File: config.mk
export PLATFORM = sky130hd
export DESIGN_NAME = ram_burst_sequencer
export DESIGN_NICKNAME = d
export VERILOG_FILES = /design/src/rtl/ram_burst_sequencer_pkg.sv /design/src/rtl/ram_burst_sequencer_burst_beat_counter.sv /design/src/rtl/ram_burst_sequencer.sv
export SDC_FILE = /design/constraint.sdc
export NUM_CORES = 1
export LEC_CHECK = 0
export ABC_AREA = 1
export CORE_MARGIN = 2
export CORE_UTILIZATION = 32
export DETAILED_ROUTE_END_ITERATION = 12
export GPL_TIMING_DRIVEN = 0
export HOLD_SLACK_MARGIN = 0.15
export PLACE_DENSITY = 0.83
export SKIP_LAST_GASP = 1
export SYNTH_ARGS = -nofsm -noshare
export SYNTH_HDL_FRONTEND = slang
export SYNTH_HIERARCHICAL = 1
export SYNTH_SLANG_ARGS = --single-unit
File: constraint.sdc
create_clock -name clk -period 2.3 [get_ports clk]
set_clock_uncertainty 0.1 [all_clocks]
set_input_delay 0.23 -clock clk [delete_from_list [all_inputs] [get_ports clk]]
set_output_delay 0.23 -clock clk [all_outputs]
set_load 0.01 [all_outputs]
File: src/rtl/ram_burst_sequencer_pkg.sv
// Shared encodings for the RAM burst sequencer: FSM states, op-size and read/write codes, bus widths.
package ram_burst_sequencer_pkg;

    typedef enum logic [1:0] {
        MEMSEQ_IDLE       = 2'd0,
        MEMSEQ_READ       = 2'd1,
        MEMSEQ_READ_DRAIN = 2'd2,
        MEMSEQ_WRITE      = 2'd3
    } memseq_state_t;

    localparam logic OP_SIZE_LINE = 1'b0;
    localparam logic OP_SIZE_WORD = 1'b1;

    localparam logic MEM_READ  = 1'b0;
    localparam logic MEM_WRITE = 1'b1;

    localparam int ADDR_BUS = 32;
    localparam int DATA_BUS = 32;

endpackage

File: src/rtl/ram_burst_sequencer_burst_beat_counter.sv
// Beat offset within a line (modulo line length) plus final-beat detection, measured from the loaded start offset.
module burst_beat_counter #(
    parameter int OFF_W = 3
) (
    input  logic             clk,
    input  logic             rst_n,
    input  logic             load,
    input  logic [OFF_W-1:0] load_offset,
    input  logic [OFF_W-1:0] load_last,
    input  logic             advance,
    input  logic             finishes_op,
    output logic [OFF_W-1:0] offset,
    output logic             final_beat
);

    logic [OFF_W-1:0] cnt;
    logic [OFF_W-1:0] start;
    logic [OFF_W-1:0] last_idx;
    logic [OFF_W-1:0] beat_idx;

    always_ff @(posedge clk or negedge rst_n) begin
        if (!rst_n) begin
            cnt      <= '0;
            start    <= '0;
            last_idx <= '0;
        end else if (load) begin
            cnt      <= load_offset;
            start    <= load_offset;
            last_idx <= load_last;
        end else if (advance) begin
            cnt <= cnt + 1'b1;
        end
    end

    // Beats issued so far; wrap-safe because both operands are line offsets.
    assign beat_idx   = cnt - start;
    assign offset     = cnt;
    assign final_beat = (beat_idx == last_idx) || finishes_op;

endmodule

File: src/rtl/ram_burst_sequencer.sv
// Turns arbiter-granted requests into timed single-port RAM line bursts or single-word accesses.
// Optional MEMSEQ_CRITICAL_WORD_FIRST_EN: read line bursts start at the requested word and wrap within the line.
module ram_burst_sequencer
    import ram_burst_sequencer_pkg::*;
#(
    parameter int DATA_WIDTH = DATA_BUS,
    parameter int ADDR_WIDTH = 16,
    parameter int BURST_LEN  = 8
) (
    input  logic                  clk,
    input  logic                  rst_n,
    input  logic [ADDR_BUS-1:0]   mem_addr,
    input  logic                  mem_enable,
    input  logic                  mem_rw,
    input  logic                  mem_op_size,
    input  logic                  mem_finishes_op,
    input  logic [DATA_WIDTH-1:0] mem_write,
    output logic                  mem_write_req,
    output logic [DATA_WIDTH-1:0] mem_read,
    output logic                  mem_read_valid,
    output logic                  mem_last,
    output logic [ADDR_WIDTH-1:0] ram_addr,
    output logic                  ram_en,
    output logic                  ram_we,
    output logic [DATA_WIDTH-1:0] ram_wdata,
    input  logic [DATA_WIDTH-1:0] ram_rdata
);

    localparam int OFF_W  = $clog2(BURST_LEN);
    localparam int LINE_W = ADDR_WIDTH - OFF_W;

    memseq_state_t state, next_state;

    logic [LINE_W-1:0]     line_addr;
    logic                  pending;
    logic [ADDR_WIDTH-1:0] req_word;
    logic [OFF_W-1:0]      load_offset;
    logic [OFF_W-1:0]      load_last;
    logic [OFF_W-1:0]      beat_offset;
    logic                  load;
    logic                  advance;
    logic                  final_beat;
    logic                  unused_addr_bits;

    // Byte address to word address; upper bits wrap modulo RAM depth.
    assign req_word         = mem_addr[ADDR_WIDTH+1:2];
    assign unused_addr_bits = ^{mem_addr[ADDR_BUS-1:ADDR_WIDTH+2], mem_addr[1:0]};
    assign mem_read         = ram_rdata;

    always_comb begin
        load_offset = '0;
`ifdef MEMSEQ_CRITICAL_WORD_FIRST_EN
        if (mem_op_size == OP_SIZE_WORD || mem_rw == MEM_READ) begin
            load_offset = req_word[OFF_W-1:0];
        end
`else
        if (mem_op_size == OP_SIZE_WORD) begin
            load_offset = req_word[OFF_W-1:0];
        end
`endif
        load_last = (mem_op_size == OP_SIZE_WORD) ? '0 : OFF_W'(BURST_LEN - 1);
    end

    burst_beat_counter #(
        .OFF_W(OFF_W)
    ) u_beat_counter (
        .clk        (clk),
        .rst_n      (rst_n),
        .load       (load),
        .load_offset(load_offset),
        .load_last  (load_last),
        .advance    (advance),
        .finishes_op(mem_finishes_op),
        .offset     (beat_offset),
        .final_beat (final_beat)
    );

    always_ff @(posedge clk or negedge rst_n) begin
        if (!rst_n) begin
            state     <= MEMSEQ_IDLE;
            line_addr <= '0;
            pending   <= 1'b0;
        end else begin
            state   <= next_state;
            pending <= (state == MEMSEQ_READ) && mem_enable;
            if (load) begin
                line_addr <= req_word[ADDR_WIDTH-1:OFF_W];
            end
        end
    end

    always_comb begin
        next_state     = state;
        load           = 1'b0;
        advance        = 1'b0;
        ram_en         = 1'b0;
        ram_we         = 1'b0;
        ram_addr       = '0;
        ram_wdata      = '0;
        mem_write_req  = 1'b0;
        mem_read_valid = 1'b0;
        mem_last       = 1'b0;
        unique case (state)
            MEMSEQ_IDLE: begin
                if (mem_enable) begin
                    load       = 1'b1;
                    next_state = (mem_rw == MEM_READ) ? MEMSEQ_READ : MEMSEQ_WRITE;
                end
            end
            MEMSEQ_READ: begin
                // Dropping enable aborts and discards the beat already in flight.
                if (!mem_enable) begin
                    next_state = MEMSEQ_IDLE;
                end else begin
                    ram_en         = 1'b1;
                    ram_addr       = {line_addr, beat_offset};
                    advance        = 1'b1;
                    mem_read_valid = pending;
                    if (final_beat) begin
                        next_state = MEMSEQ_READ_DRAIN;
                    end
                end
            end
            MEMSEQ_READ_DRAIN: begin
                next_state = MEMSEQ_IDLE;
                if (mem_enable) begin
                    mem_read_valid = pending;
                    mem_last       = 1'b1;
                end
            end
            MEMSEQ_WRITE: begin
                if (!mem_enable) begin
                    next_state = MEMSEQ_IDLE;
                end else begin
                    mem_write_req = 1'b1;
                    ram_en        = 1'b1;
                    ram_we        = 1'b1;
                    ram_addr      = {line_addr, beat_offset};
                    ram_wdata     = mem_write;
                    advance       = 1'b1;
                    if (final_beat) begin
                        mem_last   = 1'b1;
                        next_state = MEMSEQ_IDLE;
                    end
                end
            end
            default: next_state = MEMSEQ_IDLE;
        endcase
    end

endmodule

==> out/metrics.yaml, run 1 <==
first_pass_iters: 4
required_ns: 1.97
grt_overflow_total: 0
met1_length_um: 2530
numCtsBuffers: 3
diodes: 0
clock_sinks: 25
track_usage: 0.170
worstSetupStartpointType: "flop"
worst_slack_ns: -0.0680
hold_class: "input port to flop"
drive_gt1_frac: 0.198
io_pins: 187
hold_viol: 0
cts-htree-levels: 1
path_class: "flop to primary output"
die-area_um2: 7090
clkTransAtPathRegs_ns: 0.10
highest_layer: "met4"
syn_area_per_cell_um2: 6.95
p_leak_nw: 2.03
first_iter_violations: 45
start_util: 0.328
ys_seq_area_frac: 0.304
slew_headroom: 0.273
finalCritPeriodShare: 1.03
synth.cell_area_um2: 2060
antenna_found_initial: 0
die_h_um: 84.2
vias: 2188
wirelength_um: 6170
fillers: 551
cap_violations: 0
io_buffer_count: 137
syn-num-nets: 408
layout.nets: 558
wl_met3_um: 401
ant_nets: 0
power-per-cell-area_nw_per_um2: 771
area_growth_pct: 79.8
syn_inst: 296
setup_viol: 3
place_congestion: 0.827
slew_violations: 0
worstPathMaxFanout: 2
clock_latency_ns: 0.27
cts_max_path_buffers: 2
die_w_um: 84.2
grt_max_degree: 26
holdWs_ns: 0.202
finalCoreUtilization: 0.589
coreArea_um2: 6280
rsz0062_at_grt: "true"
worst_slew_pin_slew_ns: 1.09
dp_cells: 510
first_global_vias: 2125
rows: 29
hold_buffers: 0
remaining_drc_errors: 0
vias_per_cell: 4.19
synth-seq-cells: 25
endpoint_kind: "primary output"
fin_crit_ns: 2.37
dp.final_hpwl_um: 5150
fmax_mhz: 422
synth_cell_type_count: 22
wl_per_cell_um: 11.8
peakVddDrop_mv: 0.525
cp.arrival_ns: 2.04
cts_tree: "done"
tns_ns: -0.127
yosys_warnings: 6
status: "finished with violations"
clock-root-buffer: "clkbuf_8"
violations: "setup timing"
total_power_mw: 2.85
fin_cells: 522
met2_length_um: 3230
grt_pass1_wl_um: 10000
-- critical path: stages, from the launching register on --
cell and delay, ns:
dfrtp_1 0.39, inv_2 0.07, ha_4 0.15, fa_2 0.53, nand2_1 0.07, nand2_2 0.07
nor2_4 0.03, nand3_2 0.06, nand2_2 0.05, a22o_1 0.19, buf_2 0.14
-- power breakdown --
group          leakage, nW  internal [mW]  switching (mW)
clock               0.0217          0.123           0.144
combinational         1.70          0.920           0.912
sequential           0.312          0.641           0.112
-- per-layer routing --
layer,GRT usage,vias up
met2,0.317,92
met1,0.211,982
met3,0.0315,2
met4,0.0176,0
met5,0,-
li1,-,1112
-- metrics by stage --
| step | setup slack [ns] | area, um2 |
|---|---|---|
| floorplan | 0.355 | 2060 |
| global placement | -0.258 | 3530 |
| detailed placement | -0.281 | 3530 |
| CTS | -0.0860 | 3650 |
| global route | -0.176 | 3700 |
| finish | -0.0680 | 3700 |
-- layout by cell type (no fill, tap or decap), types with 6 or more instances in the layout --
cell type | synthesis | final
clkdlybuf4s50_1 | 0 | 127
inv_1 | 70 | 67
nand2_1 | 63 | 59
nor2_1 | 49 | 49
buf_4 | 34 | 42
dfrtp_1 | 25 | 24
o21ai_2 | 13 | 12
nand3_1 | 10 | 9
dlymetal6s2s_1 | 0 | 9
nand2_2 | 3 | 7
ha_1 | 9 | 6
-- flip-flops by register name, indices dropped and copies added, names as in the netlist --
name / flops
line_addr: 13
pending: 1
u_beat_counter/offset: 3
u_beat_counter/start: 3
u_beat_counter/last_idx: 3
state: 2
-- cells by family (layout without fill, tap and decap cells) --
logic type                 Yosys count  count (layout)  share of synthesized area
adders and majority gates           10              10                     0.0644
buffers and inverters              113             262                      0.303
AOI/OAI and AO/OA                   19              19                     0.0730
and+or+nand+nor                    128             128                      0.252
xor gates and xnor gates             1               1                    0.00426
DFF                                 25              25                      0.304
-- Yosys cell counts (all sizes together) --
cell type	n	area, um2
inv	72	278
fa	1	20.0
nand2	67	267
dfrtp	25	626
a22o	1	8.76
and3	1	6.26
ha	9	113
a21boi	1	7.51
xor2	1	8.76
buf	41	345
nor2	50	195
o21ai	17	134
nand3	10	50.1
-- worst paths after layout --
check	from	to	slack, ns	depth (start not counted)
worst max-delay path	u_beat_counter/offset[0]$_DFFE_PN0P_	mem_last	-0.07	10
worst min-delay path	mem_enable	line_addr[5]$_DFFE_PN0P_	0.20	4
worst max register to register	u_beat_counter/offset[0]$_DFFE_PN0P_	state[1]$_DFFE_PN0P_	-0.03	16
worst min register to register	line_addr[5]$_DFFE_PN0P_	line_addr[5]$_DFFE_PN0P_	0.38	2
max in group asynchronous	rst_n	state[0]$_DFFE_PN0P_	0.92	1
min in group asynchronous	rst_n	u_beat_counter/offset[0]$_DFFE_PN0P_	0.44	1
-- layout make-up --
| class | instances | area [um2] | share of cell area |
|---|---|---|---|
| plain buffers | 41 | 345 | 0.0933 |
| clock buffers | 3 | 41.3 | 0.0112 |
| well taps | 77 | 96.3 | 0.0260 |
| multi-input cells | 158 | 856 | 0.231 |
| inverters | 72 | 278 | 0.0751 |
| flip-flops and latches | 25 | 627 | 0.169 |
| clock inverters | 1 | 7.51 | 0.00203 |
| repair buffers | 145 | 1450 | 0.392 |
-- repair_timing --
action	CTS	global route
resized for setup	15	15
pin swaps	4	4
buffers inserted	6	2
setup endpoints to repair	13	37
Note: power is estimated with default switching activity, not from simulation.
==> inputs of run 2 (changes only) <==
--- a/config.mk
+++ b/config.mk
@@ -17,3 +17,4 @@
 export SYNTH_HDL_FRONTEND = slang
 export SYNTH_HIERARCHICAL = 1
 export SYNTH_SLANG_ARGS = --single-unit
+export TNS_END_PERCENT = 20
==> run 2 against run 1 <==
Against the previous run:
- the flow still finishes with violations (setup timing)
- worst hold slack got worse by 0.0031 ns
- sequential cell count unchanged
- cell count decreased by 0.19%
- die area unchanged
- first-iteration DRC count increased by 4.4%
- non-clock buffer count decreased by 1
- largest cell class unchanged
- final area decreased by 0.47%
- wire length about the same
==> out/metrics.yaml, run 2 (synthesized netlist as in run 1, its figures left out) <==
clock_latency_ns: 0.27  # about the same
path_buf_inv: 2  # unchanged
clkPwrFrac: 0.094  # was 0.093
cp_common_cell: "nand2_2"  # unchanged
cts_tree: "done"  # unchanged
clock_sinks: 25  # unchanged
largest_reg_flops: 13  # unchanged
cap_violations: 0  # unchanged
final_common_cell: "clkdlybuf4s50_1"  # unchanged
cp.arrival_ns: 2.04  # about the same
fin_cells: 521  # was 522
track_usage: 0.169  # was 0.170
reg2reg_depth: 16  # unchanged
p_leak_nw: 1.98  # was 2.03 nW
dp_worst_setup_slack_ns: -0.281  # unchanged
cts_max_path_buffers: 2  # unchanged
vias_per_cell: 4.17  # was 4.19
worstPathMaxFanout: 2  # unchanged
switching_share: 0.410  # about the same
tns_ns: -0.126  # was -0.127 ns
clock-root-buffer: "clkbuf_8"  # unchanged
top_register: "line_addr"  # unchanged
holdPathStages: 3  # was 4
rsz0062_at_grt: "true"  # unchanged
worstSetupStartpointType: "flop"  # unchanged
fmax_mhz: 423  # was 422 MHz
die_w_um: 84.2  # unchanged
hp-start: "mem_enable"  # unchanged
io_buffer_count: 137  # unchanged
p_seq_frac: 0.266  # was 0.264
io_pins: 187  # unchanged
peakVddDrop_mv: 0.524  # was 0.525 mV
violations: "setup timing"  # unchanged
finalCritPeriodShare: 1.03  # about the same
path_class: "flop to primary output"  # unchanged
layout.nets: 557  # was 558
fin_crit_ns: 2.37  # about the same
first_global_vias: 2118  # was 2125
numCtsBuffers: 3  # unchanged
slowest_delay_ns: 0.53  # about the same
endpoint_kind: "primary output"  # unchanged
fin_area_um2: 3680  # was 3700 um2
rrSetupSlack_ns: -0.03  # about the same
clkTransAtPathRegs_ns: 0.09  # was 0.10 ns
status: "finished with violations"  # unchanged
first_iter_violations: 47  # was 45
ant_nets: 0  # unchanged
p_int_mw: 1.68  # about the same
wl_per_cell_um: 11.8  # about the same
critPathSlowestCell: "fa_2"  # unchanged
power-per-cell-area_nw_per_um2: 771  # about the same
required_ns: 1.97  # about the same
first_pass_iters: 4  # unchanged
slew_headroom: 0.272  # was 0.273
area_growth_pct: 78.9  # was 79.8%
reg2reg_to: "state[1]$_DFFE_PN0P_"  # unchanged
grt_max_degree: 26  # unchanged
worst_slack_ns: -0.0662  # was -0.0680 ns
wirelength_um: 6170  # about the same
grt_overflow_total: 0  # unchanged
cts-htree-levels: 1  # unchanged
critPathTopFamily: "adder cells"  # unchanged
dp_cells: 510  # unchanged
grt_pass1_wl_um: 9960  # was 10000 um
place_congestion: 0.827  # unchanged
holdPathEnd: "pending$_DFF_PN0_"  # was line_addr[5]$_DFFE_PN0P_
start_util: 0.328  # unchanged
dp.final_hpwl_um: 5150  # unchanged
worst_slew_pin_slew_ns: 1.09  # about the same
hold_viol: 0  # unchanged
hold_class: "input port to flop"  # unchanged
die_h_um: 84.2  # unchanged
slew_violations: 0  # unchanged
crit_chain: "inv_2 -> ha_4 -> fa_2 -> nand2_1 -> nand2_2 -> nor2_4 -> nand3_2 -> nand2_2 -> a22o_1 -> buf_2"  # unchanged
drive_gt1_frac: 0.194  # was 0.198
setup_viol: 3  # unchanged
place_area_um2: 3530  # unchanged
die-area_um2: 7090  # unchanged
diodes: 0  # unchanged
r2r-start: "u_beat_counter/offset[0]$_DFFE_PN0P_"  # unchanged
layout_common_cells: "clkdlybuf4s50_1 (130), inv_1 (67), nand2_1 (60), nor2_1 (49), buf_4 (41)"  # was clkdlybuf4s50_1 (127), inv_1 (67), nand2_1 (59), nor2_1 (49), buf_4 (42)
rows: 29  # unchanged
switching_power_mw: 1.16  # was 1.17 mW
antenna_found_initial: 0  # unchanged
coreArea_um2: 6280  # unchanged
vias: 2174  # was 2188
combPwrFrac: 0.641  # was 0.642
remaining_drc_errors: 0  # unchanged
## run 2: cell count changes in the layout (fill, tap and decap cells not counted)
cell	delta
dlymetal6s2s_1	-3
nand2_1	+1
nand2_2	-1
clkdlybuf4s50_1	+3
buf_4	-1
## run 2: what timing repair did
action | in CTS | in global routing
setup endpoints to repair | 13 | 48
hold buffers | 0 | 0
gates cloned | 0 | 0
buffers inserted | 6 | 1
gates resized for setup | 12 | 14
pin swaps | 4 | 4
## run 2: worst max path at each step
stage | start | end | slack, ns | depth (start not counted)
after global routing | u_beat_counter/offset[0]$_DFFE_PN0P_ | mem_last | -0.18 | 11
after detailed placement | u_beat_counter/offset[0]$_DFFE_PN0P_ | mem_last | -0.28 | 11
after floorplan | u_beat_counter/offset[0]$_DFFE_PN0P_ | mem_last | 0.36 | 10
final | u_beat_counter/offset[0]$_DFFE_PN0P_ | mem_last | -0.07 | 10
after CTS | u_beat_counter/offset[0]$_DFFE_PN0P_ | mem_last | -0.09 | 11
after global placement | u_beat_counter/offset[0]$_DFFE_PN0P_ | mem_last | -0.26 | 11
## run 2: power by group through the flow
| stage | logic [mW] | registers [mW] | clock network, mW |
|---|---|---|---|
| after floorplan | 1.07 | 0.732 | 0 |
| after global placement | 1.61 | 0.749 | 0 |
| after detailed placement | 1.66 | 0.764 | 0 |
| after CTS | 1.80 | 0.751 | 0.272 |
| after global routing | 2.02 | 0.778 | 0.297 |
| final | 1.82 | 0.754 | 0.266 |
## run 2: metrics by stage
| step | util | hold slack (ns) | total power, mW |
|---|---|---|---|
| floorplan | - | -0.166 | 1.80 |
| global placement | 0.562 | 0.360 | 2.36 |
| detailed placement | 0.562 | 0.364 | 2.42 |
| CTS | 0.581 | 0.163 | 2.83 |
| global route | 0.587 | 0.203 | 3.09 |
| finish | 0.587 | 0.199 | 2.84 |
## run 2: layout make-up
class / count / area, um2
Buffer: 41 / 345
Clock inverter: 1 / 7.51
Multi-Input combinational cell: 158 / 853
Timing Repair Buffer: 144 / 1430
Fill cell: 548 / 2590
Tap cell: 77 / 96.3
Sequential cell: 25 / 627
Clock buffer: 3 / 41.3
Inverter: 72 / 278
## run 2: worst reg2reg max path, cell delays in order, from the launching register on
cell and delay (ns):
dfrtp_1 0.39, inv_2 0.07, ha_4 0.15, fa_2 0.53, nand2_1 0.07, nand2_2 0.08
nor2_4 0.03, nand3_2 0.06, nand2_2 0.06, buf_4 0.13, buf_4 0.12, buf_4 0.12
nor2_1 0.09, nand2_1 0.09, nand2_1 0.08, nand2_1 0.05, nand2_1 0.06
## run 2: layer usage
layer,track usage,routed length (um),vias to the layer above
met1,0.210,2540,965
li1,-,-,1112
met5,0,0,-
met2,0.315,3210,97
met4,0.0176,0,0
met3,0.0315,421,0
==> inputs of run 3 (changes only) <==
--- a/config.mk
+++ b/config.mk
@@ -8,10 +8,11 @@
 export ABC_AREA = 1
 export CORE_MARGIN = 2
 export CORE_UTILIZATION = 32
+export CTS_CLUSTER_SIZE = 30
 export DETAILED_ROUTE_END_ITERATION = 12
 export GPL_TIMING_DRIVEN = 0
 export HOLD_SLACK_MARGIN = 0.15
-export PLACE_DENSITY = 0.83
+export PLACE_DENSITY = 0.79
 export SKIP_LAST_GASP = 1
 export SYNTH_ARGS = -nofsm -noshare
 export SYNTH_HDL_FRONTEND = slang
==> run 3 against run 2 <==
Against the previous run:
- the run still ends with setup timing left
- via count is 0.23% lower
- non-clock buffer count fell by 3
- critical path depth increased by 1
- total power shrank 3.0%
- wire length rose by 2.3%
- sequential share of layout area grew 0.15 points
- final area is 0.88% lower
- count of clock-buffer cells in the layout did not move
- sequential cell count unchanged
- largest cell class unchanged
- largest power group unchanged
==> out/metrics.yaml, run 3 (synthesized netlist as in run 1, its figures left out) <==
status: "finished with violations"  # unchanged
violations: "setup timing"  # unchanged
fin_cells: 518  # was 521
power-per-cell-area_nw_per_um2: 755  # was 771 nW/um2
clkTransAtPathRegs_ns: 0.08  # was 0.09 ns
wl_met3_um: 405  # was 421 um
path_class: "flop to primary output"  # unchanged
finalCoreUtilization: 0.581  # was 0.587
switching_share: 0.412  # was 0.410
rrSetupSlack_ns: 0.28  # was -0.03 ns
wirelength_um: 6310  # was 6170 um
setup_viol: 1  # was 3
required_ns: 1.97  # about the same
first_iter_violations: 45  # was 47
cp.arrival_ns: 2.01  # was 2.04 ns
switching_power_mw: 1.13  # was 1.16 mW
io_buffer_count: 137  # unchanged
antenna_found_initial: 0  # unchanged
clock_sinks: 25  # unchanged
slew_headroom: 0.270  # was 0.272
dp_worst_setup_slack_ns: -0.296  # was -0.281 ns
worst_slack_ns: -0.0352  # was -0.0662 ns
tns_ns: -0.0352  # was -0.126 ns
vias_per_cell: 4.19  # was 4.17
worstSetupStartpointType: "flop"  # unchanged
fin_area_um2: 3650  # was 3680 um2
vias: 2169  # was 2174
endpoint_kind: "primary output"  # unchanged
wl_per_cell_um: 12.2  # was 11.8 um
final_common_cell: "clkdlybuf4s50_1"  # unchanged
clkPwrFrac: 0.093  # was 0.094
coreArea_um2: 6280  # unchanged
combPwrFrac: 0.635  # was 0.641
cts-htree-levels: 1  # unchanged
clock_latency_ns: 0.26  # was 0.27 ns
met1_length_um: 2550  # was 2540 um
holdPathStages: 3  # unchanged
highest_layer: "met4"  # was met3
remaining_drc_errors: 0  # unchanged
rows: 29  # unchanged
diodes: 0  # unchanged
grt_max_degree: 26  # unchanged
fillers: 587  # was 548
hold_class: "input port to flop"  # unchanged
numCtsBuffers: 3  # unchanged
worstPathMaxFanout: 2  # unchanged
cts_max_path_buffers: 2  # unchanged
slew_violations: 0  # unchanged
place_congestion: 0.885  # was 0.827
start_util: 0.328  # unchanged
top_register: "line_addr"  # unchanged
dp.final_hpwl_um: 5330  # was 5150 um
p_leak_nw: 1.98  # about the same
fmax_mhz: 428  # was 423 MHz
grt_overflow_total: 0  # unchanged
peakVddDrop_mv: 0.590  # was 0.524 mV
die_w_um: 84.2  # unchanged
hold_viol: 0  # unchanged
area_growth_pct: 77.3  # was 78.9%
die_h_um: 84.2  # unchanged
cap_violations: 0  # unchanged
fin_crit_ns: 2.34  # was 2.37 ns
total_power_mw: 2.75  # was 2.84 mW
multi_input_area_um2: 837  # was 853 um2
met2_length_um: 3320  # was 3210 um
track_usage: 0.171  # was 0.169
ant_nets: 0  # unchanged
largest_reg_flops: 13  # unchanged
drive_gt1_frac: 0.181  # was 0.194
hold_buffers: 0  # unchanged
io_pins: 187  # unchanged
die-area_um2: 7090  # unchanged
first_global_vias: 2159  # was 2118
holdWs_ns: 0.170  # was 0.199 ns
p_int_mw: 1.62  # was 1.68 mW
clock-root-buffer: "clkbuf_8"  # unchanged
first_pass_iters: 4  # unchanged
layout_common_cells: "clkdlybuf4s50_1 (129), inv_1 (68), nand2_1 (61), nor2_1 (49), buf_4 (38)"  # was clkdlybuf4s50_1 (130), inv_1 (67), nand2_1 (60), nor2_1 (49), buf_4 (41)
seqCellArea_um2: 627  # unchanged
finalCritPeriodShare: 1.02  # was 1.03
cts_tree: "done"  # unchanged
grt_pass1_wl_um: 10000  # was 9960 um
layout.nets: 554  # was 557
reg2reg_depth: 14  # was 16
p_seq_frac: 0.272  # was 0.266
place_area_um2: 3530  # unchanged
dp_cells: 510  # unchanged
rsz0062_at_grt: "true"  # unchanged
worst_slew_pin_slew_ns: 1.09  # about the same
## run 3: critical path, stage by stage (launching register included)
cell	delay (ns)
dfrtp_1	0.37
inv_2	0.05
ha_2	0.18
fa_2	0.52
inv_1	0.04
nand2_1	0.06
nand2_2	0.07
nor2_4	0.07
nand3_2	0.06
nand2_2	0.08
a22o_1	0.14
buf_6	0.11
## run 3: layout make-up
class                   instances  share of cell area
multi-input cells             158               0.229
plain buffers                  41              0.0946
repair buffers                141               0.389
clock inverters                 1             0.00137
well taps                      77              0.0264
flip-flops and latches         25               0.172
inverters                      72              0.0761
clock buffers                   3              0.0113
## run 3: what timing repair did
| action | in CTS | in global routing |
|---|---|---|
| gates resized for setup | 6 | 17 |
| pin swaps | 1 | 3 |
| setup buffers | 2 | 2 |
| endpoints found under the setup margin | 13 | 47 |
## run 3: final timing paths
path                                                 startpoint                  endpoint
min reg2reg                            line_addr[5]$_DFFE_PN0P_  line_addr[5]$_DFFE_PN0P_
max reg2reg                u_beat_counter/offset[0]$_DFFE_PN0P_      state[1]$_DFFE_PN0P_
max                        u_beat_counter/offset[0]$_DFFE_PN0P_                  mem_last
min                                                  mem_enable         pending$_DFF_PN0_
max in group asynchronous                                 rst_n      state[0]$_DFFE_PN0P_
min in group asynchronous                                 rst_n  line_addr[2]$_DFFE_PN0P_
## run 3: power groups by stage
stage | sequential, mW | clock, mW | combinational, mW
floorplan | 0.732 | 0 | 1.07
global placement | 0.751 | 0 | 1.62
detailed placement | 0.763 | 0 | 1.67
CTS | 0.749 | 0.268 | 1.71
global route | 0.775 | 0.286 | 1.95
finish | 0.750 | 0.255 | 1.75
## run 3: routing by layer
layer	track usage	vias up
met2	0.328	89
li1	-	1107
met1	0.208	971
met5	0	-
met4	0.0191	0
met3	0.0265	2
